`src/rtl/weighted_rr_arbiter.sv`:
```
// Four-requester weighted round-robin arbiter with a registered one-hot grant.
// Each owner keeps the grant for up to its weight in counted beats, then ownership rotates.
module weighted_rr_arbiter #(
    parameter int WEIGHT_W       = 3,
    parameter int DEFAULT_WEIGHT = 1
) (
    input  logic                clk,
    input  logic                rst,
    input  logic [3:0]          req,
    input  logic                beat,
    input  logic                cfg_we,
    input  logic [1:0]          cfg_idx,
    input  logic [WEIGHT_W-1:0] cfg_weight,
    output logic [3:0]          grant,
    output logic [1:0]          grant_id,
    output logic                busy,
    output logic                quota_end,
    output logic                dbg_state
);

    typedef enum logic {
        IDLE  = 1'b0,
        GRANT = 1'b1
    } state_e;

    state_e              state_q;
    logic [1:0]          owner_q;
    logic [1:0]          ptr_q;
    logic [WEIGHT_W-1:0] credit_q;
    logic [WEIGHT_W-1:0] weight_q [4];
    logic [3:0]          grant_q;
    logic                busy_q;

    logic [2:0]          idle_pick;
    logic [2:0]          rel_pick;
    logic                hit_d;
    logic [1:0]          owner_d;
    logic                counted;
    logic                release_grant;

    // Returns {hit, index} of the first set request at start, start+1, ... (mod 4).
    function automatic logic [2:0] find_first(input logic [3:0] r, input logic [1:0] start);
        logic [2:0] res;
        logic [1:0] idx;
        res = 3'b000;
        for (int i = 3; i >= 0; i--) begin
            idx = start + 2'(i);
            if (r[idx]) res = {1'b1, idx};
        end
        return res;
    endfunction

    function automatic logic [WEIGHT_W-1:0] eff_weight(input logic [WEIGHT_W-1:0] w);
        return (w == '0) ? WEIGHT_W'(1) : w;
    endfunction

    // Starting the release search at owner+1 visits the current owner last.
    always_comb begin
        idle_pick     = find_first(req, ptr_q);
        rel_pick      = find_first(req, owner_q + 2'd1);
        hit_d         = (state_q == IDLE) ? idle_pick[2]   : rel_pick[2];
        owner_d       = (state_q == IDLE) ? idle_pick[1:0] : rel_pick[1:0];
        counted       = (state_q == GRANT) && beat && req[owner_q];
        quota_end     = counted && (credit_q == WEIGHT_W'(1));
        release_grant = (state_q == GRANT) && (!req[owner_q] || quota_end);
    end

    always_ff @(posedge clk) begin
        if (rst) begin
            state_q  <= IDLE;
            owner_q  <= '0;
            ptr_q    <= '0;
            credit_q <= '0;
            grant_q  <= '0;
            busy_q   <= 1'b0;
            for (int i = 0; i < 4; i++) weight_q[i] <= WEIGHT_W'(DEFAULT_WEIGHT);
        end else begin
            // Credit loads below read weight_q before this write lands.
            if (cfg_we) weight_q[cfg_idx] <= cfg_weight;
            case (state_q)
                IDLE: begin
                    if (hit_d) begin
                        state_q  <= GRANT;
                        owner_q  <= owner_d;
                        grant_q  <= 4'b0001 << owner_d;
                        busy_q   <= 1'b1;
                        credit_q <= eff_weight(weight_q[owner_d]);
                    end
                end
                GRANT: begin
                    if (release_grant) begin
                        ptr_q <= owner_q + 2'd1;
                        if (hit_d) begin
                            owner_q  <= owner_d;
                            grant_q  <= 4'b0001 << owner_d;
                            credit_q <= eff_weight(weight_q[owner_d]);
                        end else begin
                            state_q  <= IDLE;
                            owner_q  <= '0;
                            grant_q  <= '0;
                            busy_q   <= 1'b0;
                            credit_q <= '0;
                        end
                    end else if (counted) begin
                        credit_q <= credit_q - WEIGHT_W'(1);
                    end
                end
                default: state_q <= IDLE;
            endcase
        end
    end

    assign grant     = grant_q;
    assign grant_id  = owner_q;
    assign busy      = busy_q;
    assign dbg_state = state_q;

endmodule

```
`config.mk`:
```
export PLATFORM = sky130hd
export DESIGN_NAME = weighted_rr_arbiter
export DESIGN_NICKNAME = d
export VERILOG_FILES = /design/src/rtl/weighted_rr_arbiter.sv
export SDC_FILE = /design/constraint.sdc
export NUM_CORES = 1
export LEC_CHECK = 0
export BUFFER_PORTS_ARGS = -buffer_cell sky130_fd_sc_hd__clkbuf_2
export CAP_MARGIN = 30
export CORE_MARGIN = 2
export CORE_UTILIZATION = 30
export CTS_BUF_LIST = sky130_fd_sc_hd__clkbuf_4
export DETAILED_ROUTE_END_ITERATION = 8
export HOLD_SLACK_MARGIN = 0.03
export PLACE_DENSITY = 0.51
export SYNTH_ARGS = -nofsm -noshare
export SYNTH_HDL_FRONTEND = slang
export SYNTH_SLANG_ARGS = --single-unit
```
`constraint.sdc`:
```
create_clock -name clk -period 3.89 [get_ports clk]
set_input_delay 1.167 -clock clk [delete_from_list [all_inputs] [get_ports clk]]
set_output_delay 1.167 -clock clk [all_outputs]
set_load 0.05 [all_outputs]
```
==> metrics.md <==
| Metric | Value |
|---|---|
| Highest routed layer | met4 |
| Met2 WL post-DR | 1390 um |
| Final setup fails | 0 |
| Worst path cell trace | clkbuf_2, mux4_1, nand2_1, nor2_1, clkbuf_2 |
| Metal-1 WL | 1537 um |
| Final Max Slew Viols | 0 |
| Switch share | 35.58% |
| Net Switching | 0.0002372 W |
| GRT Overall Usage | 11.54% |
| Postcts setup bufs | 0 |
| Die ar. | 5944 um^2 |
| Fmax | 287.0 MHz |
| Slowest stage cell, crit path | mux4_1 |
| Post-synthesis cell count | 164 |
| Met3 WL | 170 um |
| Area delta synth->final | 7.650% |
| Sequential-to-total area share from yosys stat | 38.72% |
| Flop pwr share | 49.3% |
| Worst path arrival time | 2320 ps |
| Core Box Area | 5140 um^2 |
| Most frequent cells in the layout | nor2_1, clkbuf_2, dfxtp_1 |
| Gr ovfl total | 0 |
| Logic pwr share | 33.4% |
| Static leakage | 0.6770 nW |
| Total negative slack | 0 ps |
| Syn Area/Cell | 9.773 um^2 |
| Clock Sinks | 25 |
| Total CTS buffers | 3 |
| Crit-path max cell delay | 580 ps |
| Routability cong. | 0.7975 |
| Starting Density | 31.18% |
| Power Dens Cells | 386.4 nW/um^2 |
| Post-synthesis net count | 180 |
| Largest net degree at the start of global routing | 20 |
| Diodes inserted | 0 |
| Maximum VDD drop | 0.1190 mV |
| Final hold violation count | 0 |
| Hold Buf Count CTS | 0 |
| Clock latency on the worst-skew pair | 320 ps |
| HPWL after DPL | 2370 um |
| Via count | 1208 |
| Root buffer cell | clkbuf_4 |
| Number of global-route vias before repair | 1162 |
| Placed Area | 1698 um^2 |
| DR WL/cell | 12.53 um |
| Fin area | 1725 um^2 |
| CP most frequent cell | clkbuf_2 |
| Post-route DRC | 0 |
| Post-synth ARST share | 0% |
| Final nets | 196 |
| First-pass GRT wire length | 5568 um |
| Vias/cell | 4.851 |
| Antenna viol nets, final | 0 |
| Setup Crit Path Kind | primary input to output pin |
| Layout Cells excl Fill | 249 |
| CP Capture Type | output pin |
| Critical path required time | 2720 ps |
| Max Clock Skew | 10.36 ps |
| Max Cap Viol | 0 |
| Die X | 77.10 um |
| Fin crit share | 89.57% |
| Post-synth cell types | 55 |
| CTS tree | yes |
| Htree depth | 1 |
| Int Power | 0.0004295 W |
| Reg clk slew, reported paths | 140 ps |
| Power Total | 0.0006667 W |
| EDFF count, synth | 12 |
| Critical path startpoint category | primary input |
| Share of cells above drive strength 1 | 24.58% |
| Yosys warns | 0 |
| Iter 0 DRT Violations | 81 |
| Fill count | 551 |
| Row count | 26 |
| Final WL | 3120 um |
| Placed cell count | 245 |
| Hold Path Class | flip-flop to flip-flop |
| Initial antenna violation count | 0 |
| Final design utilization | 33.57% |
| Worst-path fanout max | 9 |
| Post-Synthesis Cell Area | 1603 um^2 |
| Post_cts resized | 0 |
| Yosys reg bits | 25 |
| Final min period | 3484 ps |
| DIE HEIGHT | 77.10 um |
| I/O pin count | 22 |
| Port Buffers | 21 |
| RSZ-0062 raised after global routing | no |
| Pin slew with the least headroom to its limit | 657.3 ps |
| CTS Buffer Depth | 2 |
| Clock group share of total power | 17.3% |
| Reg2reg setup slack | 1480 ps |
| Ys flop type | dfxtp_1 |
| Status | finished, final reports clean |
| 1st-pass router iterations | 4 |
| Slew HR | 55.78% |
==> layout make-up <==
type / instances / area [um^2] / share of cell area [%]
multi-input cells: 119 / 843.3 / 48.88
flip-flops and latches: 25 / 620.6 / 35.97
repair buffers: 22 / 112.6 / 6.526
well taps: 70 / 87.58 / 5.076
inverters: 9 / 33.78 / 1.958
clock buffers: 3 / 22.52 / 1.305
clock inverters: 1 / 5.005 / 0.2901
==> worst paths after layout <==
| check | startpoint | endpoint | depth (start not counted) |
|---|---|---|---|
| worst max register to register | grant_id[1] | grant[1] | 7 |
| worst min-delay path | credit_q[1] | credit_q[1] | 2 |
| worst min register to register | credit_q[1] | credit_q[1] | 2 |
| worst max-delay path | req[2] | quota_end | 5 |
==> synthesized netlist by cell type, drive strengths merged, types with 3 or more instances <==
| library cell | count | area, um^2 |
|---|---|---|
| a211oi | 4 | 30.03 |
| a21oi | 4 | 20.02 |
| a22oi | 5 | 37.54 |
| and2 | 9 | 57.56 |
| and2b | 3 | 25.03 |
| buf | 8 | 73.82 |
| clkbuf | 3 | 31.28 |
| dfxtp | 13 | 260.3 |
| edfxtp | 12 | 360.4 |
| ha | 3 | 37.54 |
| inv | 9 | 33.78 |
| nand2 | 4 | 15.01 |
| nand2b | 10 | 70.06 |
| nor2 | 21 | 78.83 |
| nor3b | 3 | 27.52 |
| o2111ai | 4 | 35.03 |
| o211ai | 7 | 67.57 |
| o21ai | 5 | 28.78 |
| or2 | 4 | 25.02 |
==> cells by family after synthesis <==
family	share of synthesized area (%)
buf+inv	8.665
mux	2.264
simple gates	23.65
compound gates	23.26
fa+ha+maj	2.342
xor+xnor	1.093
flops	38.72
==> state kept, by name, summed over array words and instances, names as in the netlist <==
register / flops
ptr_q: 2
grant: 4
busy: 1
credit_q: 3
dbg_state: 1
weight_q: 12
grant_id: 2
==> power groups by stage <==
| stage | Combinational (W) | Sequential [W] | Clock (W) |
|---|---|---|---|
| after global routing | 0.000249 | 0.000333 | 0.000133 |
| after detailed placement | 0.000224 | 0.000335 | 0 |
| after CTS | 0.000225 | 0.000329 | 0.000121 |
| after global placement | 0.000224 | 0.000335 | 0 |
| final | 0.000223 | 0.000328 | 0.000115 |
| after floorplan | 0.000168 | 0.000355 | 0 |
==> through the flow <==
| step | hold WS [ps] | worst slack, ps |
|---|---|---|
| after floorplan | 478.1 | 307.5 |
| after global placement | 490.1 | 408.0 |
| after detailed placement | 486.7 | 409.7 |
| after CTS | 514.6 | 409.5 |
| after global routing | 534.5 | 338.4 |
| final | 508.1 | 405.9 |
==> routing by layer <==
layer,up-vias,track usage (%)
li1,634,-
met1,540,15.49
met2,32,18.60
met3,2,3.412
met4,0,2.143
met5,-,0
==> critical path: cells and delay by family <==
family,cells,cell delay (ps)
buffers and inverters,2,380
muxes,1,580
and+or+nand+nor,2,180
No activity file was read; power rests on OpenSTA's default activity.
